===== src/rtl/kmer_hash_decoder.sv =====
// kmer_hash_decoder: expands one base-4 k-mer hash word back into K ASCII
// nucleotides, oldest base first, over a valid/ready character stream.
// A new hash is taken on the last character beat so streams run gap-free.
module kmer_hash_decoder #(
  parameter int K      = 4,
  parameter int HASH_W = 32
) (
  input  logic              clk,
  input  logic              rst,
  input  logic              hash_valid,
  output logic              hash_ready,
  input  logic [HASH_W-1:0] hash_in,
  output logic              char_valid,
  input  logic              char_ready,
  output logic [7:0]        char_out,
  output logic              char_last,
  output logic              char_err
);

  localparam int SW    = 2 * K;
  localparam int CNT_W = (K > 1) ? $clog2(K) : 1;

  typedef enum logic {S_IDLE, S_SEND} state_t;

  state_t           r_state;
  state_t           w_state_nxt;
  logic [SW-1:0]    r_shreg;
  logic [CNT_W-1:0] r_cnt;
  logic             r_err;
  logic             w_last;
  logic             w_accept;
  logic             w_char_hs;
  logic             w_hi_err;

  // Parameter sanity: reject illegal k-mer lengths at elaboration
  if (K < 1 || K > 16) begin : g_bad_k
    $error("kmer_hash_decoder: K must be in 1..16");
  end
  if (SW > HASH_W) begin : g_bad_w
    $error("kmer_hash_decoder: 2*K exceeds HASH_W");
  end

  // Bits above the k-mer field only exist when the hash word is wider
  if (HASH_W > SW) begin : g_hi
    assign w_hi_err = |hash_in[HASH_W-1:SW];
  end else begin : g_nohi
    assign w_hi_err = 1'b0;
  end

  function automatic logic [7:0] f_map(input logic [1:0] d);
    case (d)
      2'd0:    f_map = 8'd65;  // A
      2'd1:    f_map = 8'd84;  // T
      2'd2:    f_map = 8'd67;  // C
      default: f_map = 8'd71;  // G
    endcase
  endfunction

  assign w_last    = (r_cnt == CNT_W'(K - 1));
  assign w_accept  = hash_valid & hash_ready;
  assign w_char_hs = char_valid & char_ready;
  assign char_out  = f_map(r_shreg[SW-1 -: 2]);

  // State register; reset wins over any handshake in the same cycle
  always_ff @(posedge clk) begin
    if (rst) r_state <= S_IDLE;
    else     r_state <= w_state_nxt;
  end

  // Next state and handshake outputs; hash_ready follows char_ready on the last beat
  always_comb begin
    w_state_nxt = r_state;
    hash_ready  = 1'b0;
    char_valid  = 1'b0;
    char_last   = 1'b0;
    char_err    = 1'b0;
    case (r_state)
      S_IDLE: begin
        hash_ready = 1'b1;
        if (hash_valid) w_state_nxt = S_SEND;
      end
      S_SEND: begin
        char_valid = 1'b1;
        char_last  = w_last;
        char_err   = r_err;
        hash_ready = w_last & char_ready;
        if (char_ready && w_last && !hash_valid) w_state_nxt = S_IDLE;
      end
      default: w_state_nxt = S_IDLE;
    endcase
  end

  // Datapath: load on accept, shift one base per non-final character handshake
  always_ff @(posedge clk) begin
    if (rst) begin
      r_shreg <= '0;
      r_cnt   <= '0;
      r_err   <= 1'b0;
    end else if (w_accept) begin
      r_shreg <= hash_in[SW-1:0];
      r_err   <= w_hi_err;
      r_cnt   <= '0;
    end else if (w_char_hs && !w_last) begin
      r_shreg <= r_shreg << 2;
      r_cnt   <= r_cnt + CNT_W'(1);
    end
  end

endmodule

===== config.mk =====
export PLATFORM = sky130hd
export DESIGN_NAME = kmer_hash_decoder
export DESIGN_NICKNAME = d
export VERILOG_FILES = /design/src/rtl/kmer_hash_decoder.sv
export SDC_FILE = /design/constraint.sdc
export NUM_CORES = 1
export LEC_CHECK = 0
export ABC_AREA = 1
export CORE_MARGIN = 3
export CORE_UTILIZATION = 33
export DETAILED_ROUTE_END_ITERATION = 7
export PLACE_DENSITY = 0.81
export SYNTH_ARGS = -nofsm -noshare
export SYNTH_HDL_FRONTEND = slang
export SYNTH_SLANG_ARGS = --single-unit

===== constraint.sdc =====
create_clock -name clk -period 1.3 [get_ports clk]
set_input_delay 0.13 -clock clk [delete_from_list [all_inputs] [get_ports clk]]
set_output_delay 0.13 -clock clk [all_outputs]
set_load 0.02 [all_outputs]

Yosys cells after proc, flatten, opt, wreduce, memory -nomap -nowiden --
Index checks and enable logic that the tools add are counted.
Operators by class: multiplexer cells 10, bitwise operators 4, add/sub/neg operators 1, reduce and logical (&&, ||, !) cells 9, equal/unequal tests 3
Operator list (number):
- 24-bit OR reduction | 1
- 8-bit two-way mux | 2
- 5-bit one-hot mux with 3 select lines | 1
- 1-bit two-way mux | 5
- 2-bit equality test (second input constant) | 2
- 1-bit one-hot mux with 2 select lines | 2
- 1-bit bitwise AND | 3
- 1-bit logical AND | 3
- 2-bit by 1-bit adder with 2-bit output (second input constant) | 1
- 2-bit by 1-bit equality test with 1-bit output (second input constant) | 1
- 1-bit logical NOT | 2
- 2-bit logical NOT | 1
- 2-bit nonzero test | 1
- 2-bit OR reduction | 1
- 1-bit NOT | 1
Storage, ports and cells: register bits after elaboration 12, input bits 36, output and inout port bits 12

Logic depth before layout (Yosys ltp) --
Gate-level depths: netlist of the first run.
depth after elaboration 5, mapped depth 8, gate-level depth less buffers 8

Least setup slack after synthesis of the first run --
OpenSTA, ideal clock, no wires.
path kind register to register, from register r_cnt[0], to register r_cnt[1], path buffers 1, data arrival time 1.123 ns, stages on the path, launching flop included 9, library setup time 0.110 ns, clock period less this slack 1.233 ns, setup slack 0.067 ns, cell sequence dfxtp_1 > ha_1 > inv_1 > nand3_2 > buf_6 > nand2_1 > o21ai_1 > nand3_1 > inv_1
Between the ends: word-level cells in the longest chain between the ends 5
RTL lines:
- from (decl) | line 28 | logic [CNT_W-1:0] r_cnt;
- from (signal assigned) | line 105 | r_cnt <= r_cnt + CNT_W'(1);
- 2-bit equality test | line 59 | assign w_last = (r_cnt == CNT_W'(K - 1));
- 1-bit bitwise AND | line 86 | hash_ready = w_last & char_ready;
- 1-bit one-hot mux with 2 select lines | line 77 | case (r_state)
- 1-bit bitwise AND | line 60 | assign w_accept = hash_valid & hash_ready;
- 2-bit OR reduction (no source line)
Several ways; a longest one is shown, not always the timed one. A chain may end at the register's enable or synchronous reset.

Worst setup path in the final report of the first run --
from register r_cnt[0], to output char_last
Between the ends: word-level cells in the longest chain between the ends 2
RTL lines:
- 2-bit equality test | line 59
- 1-bit two-way mux | line 77
- to (decl) | line 16 | output logic char_last,
No other way between the ends.

==> flow_summary.toml, run 1 <==
[cells_and_area]
final_util_pct = 61.74
fill_cells = 196
drive_gt1_share_pct = 23.67
final_cell_mix = "clkdlybuf4s50_1, nand2_1, nor2_1"
layoutNonFillerInstCount = 197
layout_commonest_cell = "clkdlybuf4s50_1"
syn2layout_area_growth_pct = 72.24
n_antenna_cell = 0
final_nets = 208

[worst_setup_path]
cp_max_fo = 3
cp_slowest_cell = "dfxtp_2"
reg2reg_slack_ns = 0.06
r2r_end = "r_shreg[4]$_SDFFE_PP0P_"
crit_path_end_kind = "output pin"
crit_chain = "ha_4, nand2_1, inv_1, clkdlybuf4s15_2"
worstSetupStartpoint = "r_cnt[0]$_SDFFE_PP0P_"
slowest_delay_ns = 0.35
start_kind = "flip-flop"
cp.required_ns = 1.17
cp-endpoint = "char_last"
crit_type = "reg -> out"
r2r-start = "r_cnt[1]$_SDFFE_PP0P_"
critical_path_arrival_ns = 1.12
reg2regPathDepth = 8

[sta]
max_freq_mhz = 801.1
setup_viol = 0
setup_slack_ns = 0.05178
skew_ns = 0.001485
fin_tns_setup_ns = 0
slew_viol_final = 0
hold_viol = 0
rsz0062_at_grt = "true"
post-route-min-period_ns = 1.248
period_share_pct = 96.02

[routing]
vias = 927
ant_nets = 0
drcViolationCount = 0
wirelength_um = 2357
drt_first_iter_violations = 18
routed_via_density = 4.706
wire_per_inst_um = 11.96
firstDrtPassIters = 4

[placed_design]
io_buffers = 43
hpwl_um = 1849
dp_slack_ns = -0.2349
gp_congestion = 0.8032
dp.cells = 191

[cts]
path_clk_slew_ns = 0.07
clock_sinks = 12
hold_buffers = 0
clk_latency_ns = 0.27
clk_path_buf_depth = 2
cts_made_buffers = 3
h-tree-depth = 1
cts_tree = "yes"
cts-root-buf = "clkbuf_4"

[floorplan]
die_w_um = 55.72
core_um2 = 2276
initial_core_util_pct = 35.84
die_y_um = 55.72
placementRows = 17
dieArea_um2 = 3105
io_pins = 48

[logic_synthesis]
synth_largest_area_cell = "dfxtp_1"
ys_top_cells_by_area = "dfxtp_1, nand2_1, nor2_1, nand3_1, buf_4"
syn_inst = 118
synthDominantCellAreaShare_pct = 29.45
synthesis.area_um2 = 815.8
yosysSeqAreaShare_pct = 29.45
synth_cell_types = 22
yosys_warnings = 0
synth-seq-cells = 12
synth_area_per_cell_um2 = 6.913

[grt]
grt_max_degree = 12
grt_antenna_before_repair = 0
grt_usage_pct = 14.64
grt_pass1_wl_um = 3636
grt_pass1_vias = 875
grt.overflow.total = 0

[pwr]
leakage_nw = 0.5970
p_per_area_nw_per_um2 = 708.5
peakVddDrop_mv = 0.4634

[flow_run]
max-cap-violations = 0

[worst_hold_path]
holdCritPathClass = "in -> reg"

[run_status]
status = "finished clean"
kinds of logic (layout without fill, tap and decap cells):
family / after synthesis / count (layout) / synth area share (%)
xor+xnor: 1 / 1 / 1.074
compound gates: 11 / 11 / 7.208
simple gates: 69 / 69 / 44.17
flops: 12 / 12 / 29.45
buf+inv: 22 / 71 / 15.64
fa+ha+maj: 1 / 1 / 1.533
other cells: 2 / 4 / 0.9206
Yosys cell counts, drive strengths merged:
master	n
a21oi	9
buf	9
clkbuf	3
conb	2
dfxtp	12
ha	1
inv	10
nand2	28
nand3	10
nand3b	6
nand4	6
nor2	18
nor3	1
o21ai	2
xor2	1
per-stage QoR:
| stage | hold slack (ns) | cell area [µm²] | power [mW] |
|---|---|---|---|
| after global routing | 0.4447 | 1405 | 1.044 |
| after global placement | 0.4710 | 1314 | 0.7396 |
| after detailed placement | 0.4802 | 1314 | 0.7507 |
| after CTS | 0.4257 | 1353 | 0.9743 |
| final | 0.4319 | 1405 | 0.9956 |
| after floorplan | 0.2775 | 823.3 | 0.5782 |
state kept, by name (all words and copies together) (netlist names):
register  cells
r_err         1
r_cnt         2
r_state       1
r_shreg       8
power by group:
group	total (mW)	switching, mW	internal [mW]
combinational	0.354	0.152	0.201
clock	0.233	0.126	0.107
sequential	0.409	0.0157	0.393
worst min-delay path by stage:
stage                     depth (start not counted)  slack (ns)                 endpoint                    start
after global placement                            2        0.47  r_shreg[0]$_SDFFE_PP0P_  r_shreg[0]$_SDFFE_PP0P_
after detailed placement                          2        0.48  r_shreg[3]$_SDFFE_PP0P_  r_shreg[3]$_SDFFE_PP0P_
after CTS                                         3        0.43  r_shreg[0]$_SDFFE_PP0P_               hash_in[0]
after floorplan                                   2        0.28  r_shreg[0]$_SDFFE_PP0P_               hash_in[0]
final                                             3        0.43  r_shreg[0]$_SDFFE_PP0P_               hash_in[0]
after global routing                              3        0.44  r_shreg[0]$_SDFFE_PP0P_               hash_in[0]
routing by layer:
layer  global-route usage [%]  part of all wire, %  vias to the layer above
met5                        0                    0                        -
met4                    5.208                 0.34                        0
met3                    4.640                  8.4                        2
met2                    28.21                   55                       44
met1                    14.39                   36                      408
li1                         -                    -                      473
layout make-up:
cell class,count,area [µm²],area share (%)
timing repair buffer,58,565.5,40.25
multi-input combinational,86,498.0,35.44
sequential,12,244.0,17.36
inverter,10,40.04,2.850
tap,28,35.03,2.493
clock buffer,3,22.52,1.603
repair_timing:
action / CTS / global route
buffers inserted: 0 / 3
pin swaps: 1 / 1
gates resized for setup: 20 / 16
endpoints found under the setup margin: 19 / 13
worst max-delay path, delay by kind of cell (launching register included):
kind,cells,cell delay (ns)
buf+inv,2,0.28
flops,1,0.35
simple gates,1,0.05
fa+ha+maj,1,0.16
Power figures use the tool's default switching activity.
==> inputs of run 2 (changes only) <==
--- a/config.mk
+++ b/config.mk
@@ -6,6 +6,8 @@
 export NUM_CORES = 1
 export LEC_CHECK = 0
 export ABC_AREA = 1
+export CAP_MARGIN = 10
+export CORE_ASPECT_RATIO = 0.7
 export CORE_MARGIN = 3
 export CORE_UTILIZATION = 33
 export DETAILED_ROUTE_END_ITERATION = 7
==> run 2 against run 1 <==
Net effect: the flow now finishes with violations (negative setup slack); register-to-register slack worse by 0.06 ns; cell count up 2.5%; critical path depth up 5; wire length up 10%; critical endpoint is now r_shreg[2]$_SDFFE_PP0P_; flip-flop and latch count unchanged; clock skew up 0.0058 ns; critical path type is now reg -> reg; global-route usage up 2.0 points; sequential share of layout area down 0.17 points; design area up 0.98%; total power up 8.8%; combinational power about the same; highest routed layer unchanged; via count up 0.97%.
==> flow_summary.toml, run 2 (same netlist as run 1, synthesis figures left out) <==
[sta]
max_freq_mhz = 766.3
fin_tns_setup_ns = -0.004890
setup_viol = 1
period_share_pct = 100.4
slew_viol_final = 0
setup_slack_ns = -0.004890
rsz0062_at_grt = "true"
post-route-min-period_ns = 1.305
skew_ns = 0.007278
hold_viol = 0

[pwr]
leakage_nw = 0.6089
comb_power_share_pct = 32.9
seqPwrFrac_pct = 37.9
p_int_mw = 0.7620
p_sw_mw = 0.3213
clockPowerShare_pct = 29.3
peakVddDrop_mv = 0.3447
p_per_area_nw_per_um2 = 763.5
switching_share_pct = 29.66
p_total_mw = 1.083

[routing]
firstDrtPassIters = 4
wirelength_um = 2599
vias = 936
ant_nets = 0
drcViolationCount = 0
drt_first_iter_violations = 52
wire_per_inst_um = 12.87
routed_via_density = 4.634

[floorplan]
io_pins = 48
initial_core_util_pct = 36.38
die_w_um = 65.43
core_um2 = 2242
die_y_um = 47.60
dieArea_um2 = 3114
placementRows = 14

[worst_setup_path]
crit_path_end_kind = "flip-flop"
cp_max_fo = 11
r2r-start = "r_cnt[0]$_SDFFE_PP0P_"
cp_slowest_cell = "dfxtp_2"
slowest_delay_ns = 0.36
start_kind = "flip-flop"
crit_type = "reg -> reg"
crit_chain = "ha_4, nand2_4, nand2_8, buf_8, nand2_8, buf_12, nand2_1, nand2_1, a21oi_1"
reg2regPathDepth = 9
r2r_end = "r_shreg[2]$_SDFFE_PP0P_"
cp.required_ns = 1.52
critical_path_arrival_ns = 1.53
reg2reg_slack_ns = -0.005

[worst_hold_path]
holdCritPathClass = "in -> reg"
worstHoldStart = "hash_in[0]"
whs_path_depth = 3
min_to = "r_shreg[0]$_SDFFE_PP0P_"

[run_status]
violations = "negative setup slack"
status = "complete, but fails checks"

[cts]
clk_latency_ns = 0.28
hold_buffers = 0
clock_sinks = 12
clk_path_buf_depth = 2
h-tree-depth = 1
cts_made_buffers = 3
cts-root-buf = "clkbuf_4"
path_clk_slew_ns = 0.09
cts_tree = "yes"

[cells_and_area]
largest_register = "r_shreg"
final_cell_mix = "clkdlybuf4s50_1, nand2_1, nor2_1"
fill_cells = 200
final_nets = 208
reg.largest.list = "r_shreg (8), r_cnt (2)"
postLayoutCellArea_um2 = 1419
syn2layout_area_growth_pct = 73.93
drive_gt1_share_pct = 25.88
n_antenna_cell = 0
largest_register_ffs = 8
layout_commonest_cell = "clkdlybuf4s50_1"

[grt]
grt.overflow.total = 0
grt_pass1_vias = 850
grt_usage_pct = 16.62
grt_max_degree = 12
grt_antenna_before_repair = 0
grt_pass1_wl_um = 3857

[placed_design]
hpwl_um = 1940
placedInstanceArea_um2 = 1326
gp_congestion = 0.8786
io_buffers = 43

[flow_run]
max-cap-violations = 0
run 2: power groups by stage:
stage | clock [mW] | combinational, mW | sequential (mW)
global placement | 0 | 0.329 | 0.414
CTS | 0.315 | 0.337 | 0.409
finish | 0.317 | 0.356 | 0.410
global route | 0.335 | 0.379 | 0.412
detailed placement | 0 | 0.338 | 0.416
floorplan | 0 | 0.164 | 0.414
run 2: per-layer routing:
layer / global-route usage, % / routed length [µm]
met4: 6.198 / 44
met2: 31.59 / 1359
met5: 0 / 0
met1: 19.58 / 1031
met3: 2.582 / 164
run 2: worst max-delay path by stage:
stage	start	end	slack, ns	depth (start not counted)
finish	r_cnt[0]$_SDFFE_PP0P_	r_shreg[2]$_SDFFE_PP0P_	-0.005	9
global route	r_cnt[0]$_SDFFE_PP0P_	r_shreg[2]$_SDFFE_PP0P_	-0.09	9
CTS	r_cnt[1]$_SDFFE_PP0P_	hash_ready	-0.009	4
detailed placement	char_ready	hash_ready	-0.23	4
global placement	char_ready	hash_ready	-0.23	4
floorplan	r_cnt[0]$_SDFFE_PP0P_	r_cnt[1]$_SDFFE_PP0P_	0.07	8
run 2: layout make-up:
type                    instances  area (µm²)  share of cell area (%)
multi-input cells              86       503.0                   35.45
inverters                      10       42.54                   2.998
repair buffers                 58       553.0                   38.98
well taps                      32       40.04                   2.822
flip-flops and latches         12       244.0                   17.20
clock buffers                   4       36.28                   2.557
run 2: per-stage QoR:
stage	setup WS [ns]	util [%]	hold WS, ns	std cells
floorplan	0.06684	-	0.2775	120
global placement	-0.2305	59.15	0.4661	196
detailed placement	-0.2260	59.15	0.4728	196
CTS	-0.009381	61.89	0.4043	200
global route	-0.08858	63.28	0.4237	202
finish	-0.004890	63.28	0.4069	202
run 2: repair_timing:
item,in CTS,in global routing
endpoints found under the setup margin,19,16
buffers inserted,0,2
pin swaps,2,6
gates resized for setup,22,17
run 2: critical path, delay by kind of cell (launching register included):
kind / cells / cell delay (ns)
DFF: 1 / 0.36
and+or+nand+nor: 5 / 0.35
buffers and inverters: 2 / 0.27
adders and majority gates: 1 / 0.16
AOI/OAI and AO/OA: 1 / 0.11
==> inputs of run 3 (changes only) <==
--- a/config.mk
+++ b/config.mk
@@ -9,9 +9,9 @@
 export CAP_MARGIN = 10
 export CORE_ASPECT_RATIO = 0.7
 export CORE_MARGIN = 3
-export CORE_UTILIZATION = 33
+export CORE_UTILIZATION = 40
 export DETAILED_ROUTE_END_ITERATION = 7
-export PLACE_DENSITY = 0.81
+export PLACE_DENSITY = 0.91
 export SYNTH_ARGS = -nofsm -noshare
 export SYNTH_HDL_FRONTEND = slang
 export SYNTH_SLANG_ARGS = --single-unit
==> constraint.sdc (replaced) <==
create_clock -name clk -period 1.6 [get_ports clk]
set_input_delay 0.16 -clock clk [delete_from_list [all_inputs] [get_ports clk]]
set_output_delay 0.16 -clock clk [all_outputs]
set_load 0.02 [all_outputs]
==> run 3 against run 2 <==
Net effect: the run now ends clean; global-route usage increased by 2.5 points; non-clock buffer count decreased by 7; cell count decreased by 8.9%; combinational power decreased by 30%; via count decreased by 3.8%; die area decreased by 16%; total power decreased by 24%; largest cell class unchanged.
==> flow_summary.toml, run 3 (same netlist as run 1, synthesis figures left out) <==
[run_status]
status = "finished clean"

[worst_hold_path]
holdCritPathClass = "in -> reg"
worstHoldStart = "hash_in[1]"

[pwr]
peakVddDrop_mv = 0.5964
leakage_nw = 0.5711
p_total_mw = 0.8241
p_per_area_nw_per_um2 = 636.4

[sta]
period_share_pct = 96.98
skew_ns = 0.004364
post-route-min-period_ns = 1.552
slew_viol_final = 0
max_freq_mhz = 644.5
whs_ns = 0.4509
hold_viol = 0
rsz0062_at_grt = "false"
setup_viol = 0

[worst_setup_path]
r2r-start = "r_cnt[0]$_SDFFE_PP0P_"
crit_chain = "nand2_1, inv_1, clkdlybuf4s50_1"
cp.required_ns = 1.44
crit_family = "buffers and inverters"
cp_slowest_cell = "clkdlybuf4s50_1"
path_buf_inv = 2
crit_path_end_kind = "output pin"
slowest_delay_ns = 0.59
worstSetupStartpoint = "r_state$_SDFF_PP0_"
cp_max_fo = 6
crit_type = "reg -> out"
start_kind = "flip-flop"
critical_path_arrival_ns = 1.39

[cts]
clk_path_buf_depth = 2
path_clk_slew_ns = 0.07
cts_resized = 5
clock_sinks = 12
cts_made_buffers = 3
clk_latency_ns = 0.27
post_cts_buffers = 0
cts-root-buf = "clkbuf_4"
cts_tree = "yes"
hold_buffers = 0
h-tree-depth = 1

[placed_design]
dp.cells = 180
io_buffers = 43
hpwl_um = 1936
gp_congestion = 0.7866

[grt]
grt_antenna_before_repair = 0
grt_pass1_vias = 904
grt_pass1_wl_um = 3857
grt.overflow.total = 0
grt_max_degree = 13
grt_usage_pct = 19.16

[floorplan]
initial_core_util_pct = 46.84
core_um2 = 1742
die_w_um = 59.98
die_y_um = 43.79
dieArea_um2 = 2626
io_pins = 48
placementRows = 12

[cells_and_area]
layoutNonFillerInstCount = 184
largest_register = "r_shreg"
reg.largest.list = "r_shreg (8), r_cnt (2)"
largest_register_ffs = 8
final_nets = 201
n_antenna_cell = 0
syn2layout_area_growth_pct = 58.74
final_cell_mix = "clkdlybuf4s50_1, nand2_1, nor2_1"
layout_commonest_cell = "clkdlybuf4s50_1"
drive_gt1_share_pct = 12.88

[routing]
wire_per_inst_um = 12.64
drt_first_iter_violations = 22
ant_nets = 0
drcViolationCount = 0
wirelength_um = 2325
routed_via_density = 4.891
vias = 900
firstDrtPassIters = 4

[flow_run]
max-cap-violations = 0
-- run 3: cell types whose count changed in the layout (fill, tap and decap cells not counted), sizes merged --
cell	delta
buf	-9
clkdlybuf4s50	+4
dlymetal6s2s	+2
clkdlybuf4s15	-1
dlygate4sd2	-1
clkbuf	-2
-- run 3: tightest hold or removal path, stage by stage --
cell	delay [ns]
clkdlybuf4s50_1	0.40
nand2_1	0.07
a21oi_1	0.05
-- run 3: final timing paths --
path | endpoint | depth (start not counted) | slack, ns
max | char_err | 3 | 0.05
min | r_shreg[1]$_SDFFE_PP0P_ | 3 | 0.45
max reg2reg | r_shreg[7]$_SDFFE_PP0P_ | 9 | 0.12
min reg2reg | r_shreg[1]$_SDFFE_PP0P_ | 2 | 0.49
-- run 3: cell type report --
cell class | instances | area, µm²
clock buffers | 4 | 36.28
fillers | 149 | 446.7
inverters | 10 | 37.54
multi-input cells | 86 | 457.9
flip-flops and latches | 12 | 244.0
well taps | 21 | 26.28
repair buffers | 51 | 493.0
-- run 3: per-stage QoR --
stage | setup WS [ns] | instance area (µm²) | TNS, ns | utilization, %
detailed placement | -0.001738 | 1250 | -0.001738 | 71.77
floorplan | 0.3668 | 823.3 | 0 | -
CTS | 0.02309 | 1290 | 0 | 74.07
global route | 0.004204 | 1295 | 0 | 74.35
finish | 0.04830 | 1295 | 0 | 74.35
global placement | 0.02344 | 1250 | 0 | 71.77
-- run 3: metal layers --
metal / GRT usage, % / up-vias / share of wire (%)
met4: 0 / 0 / 0
met3: 6.548 / 0 / 4.5
met5: 0 / - / 0
met1: 22.14 / 420 / 42
met2: 35.99 / 21 / 54
li1: - / 459 / -
-- run 3: power by group --
| group | switching (mW) | total (mW) | internal (mW) |
|---|---|---|---|
| clock | 0.102 | 0.241 | 0.138 |
| combinational | 0.106 | 0.248 | 0.141 |
| sequential | 0.0171 | 0.336 | 0.319 |
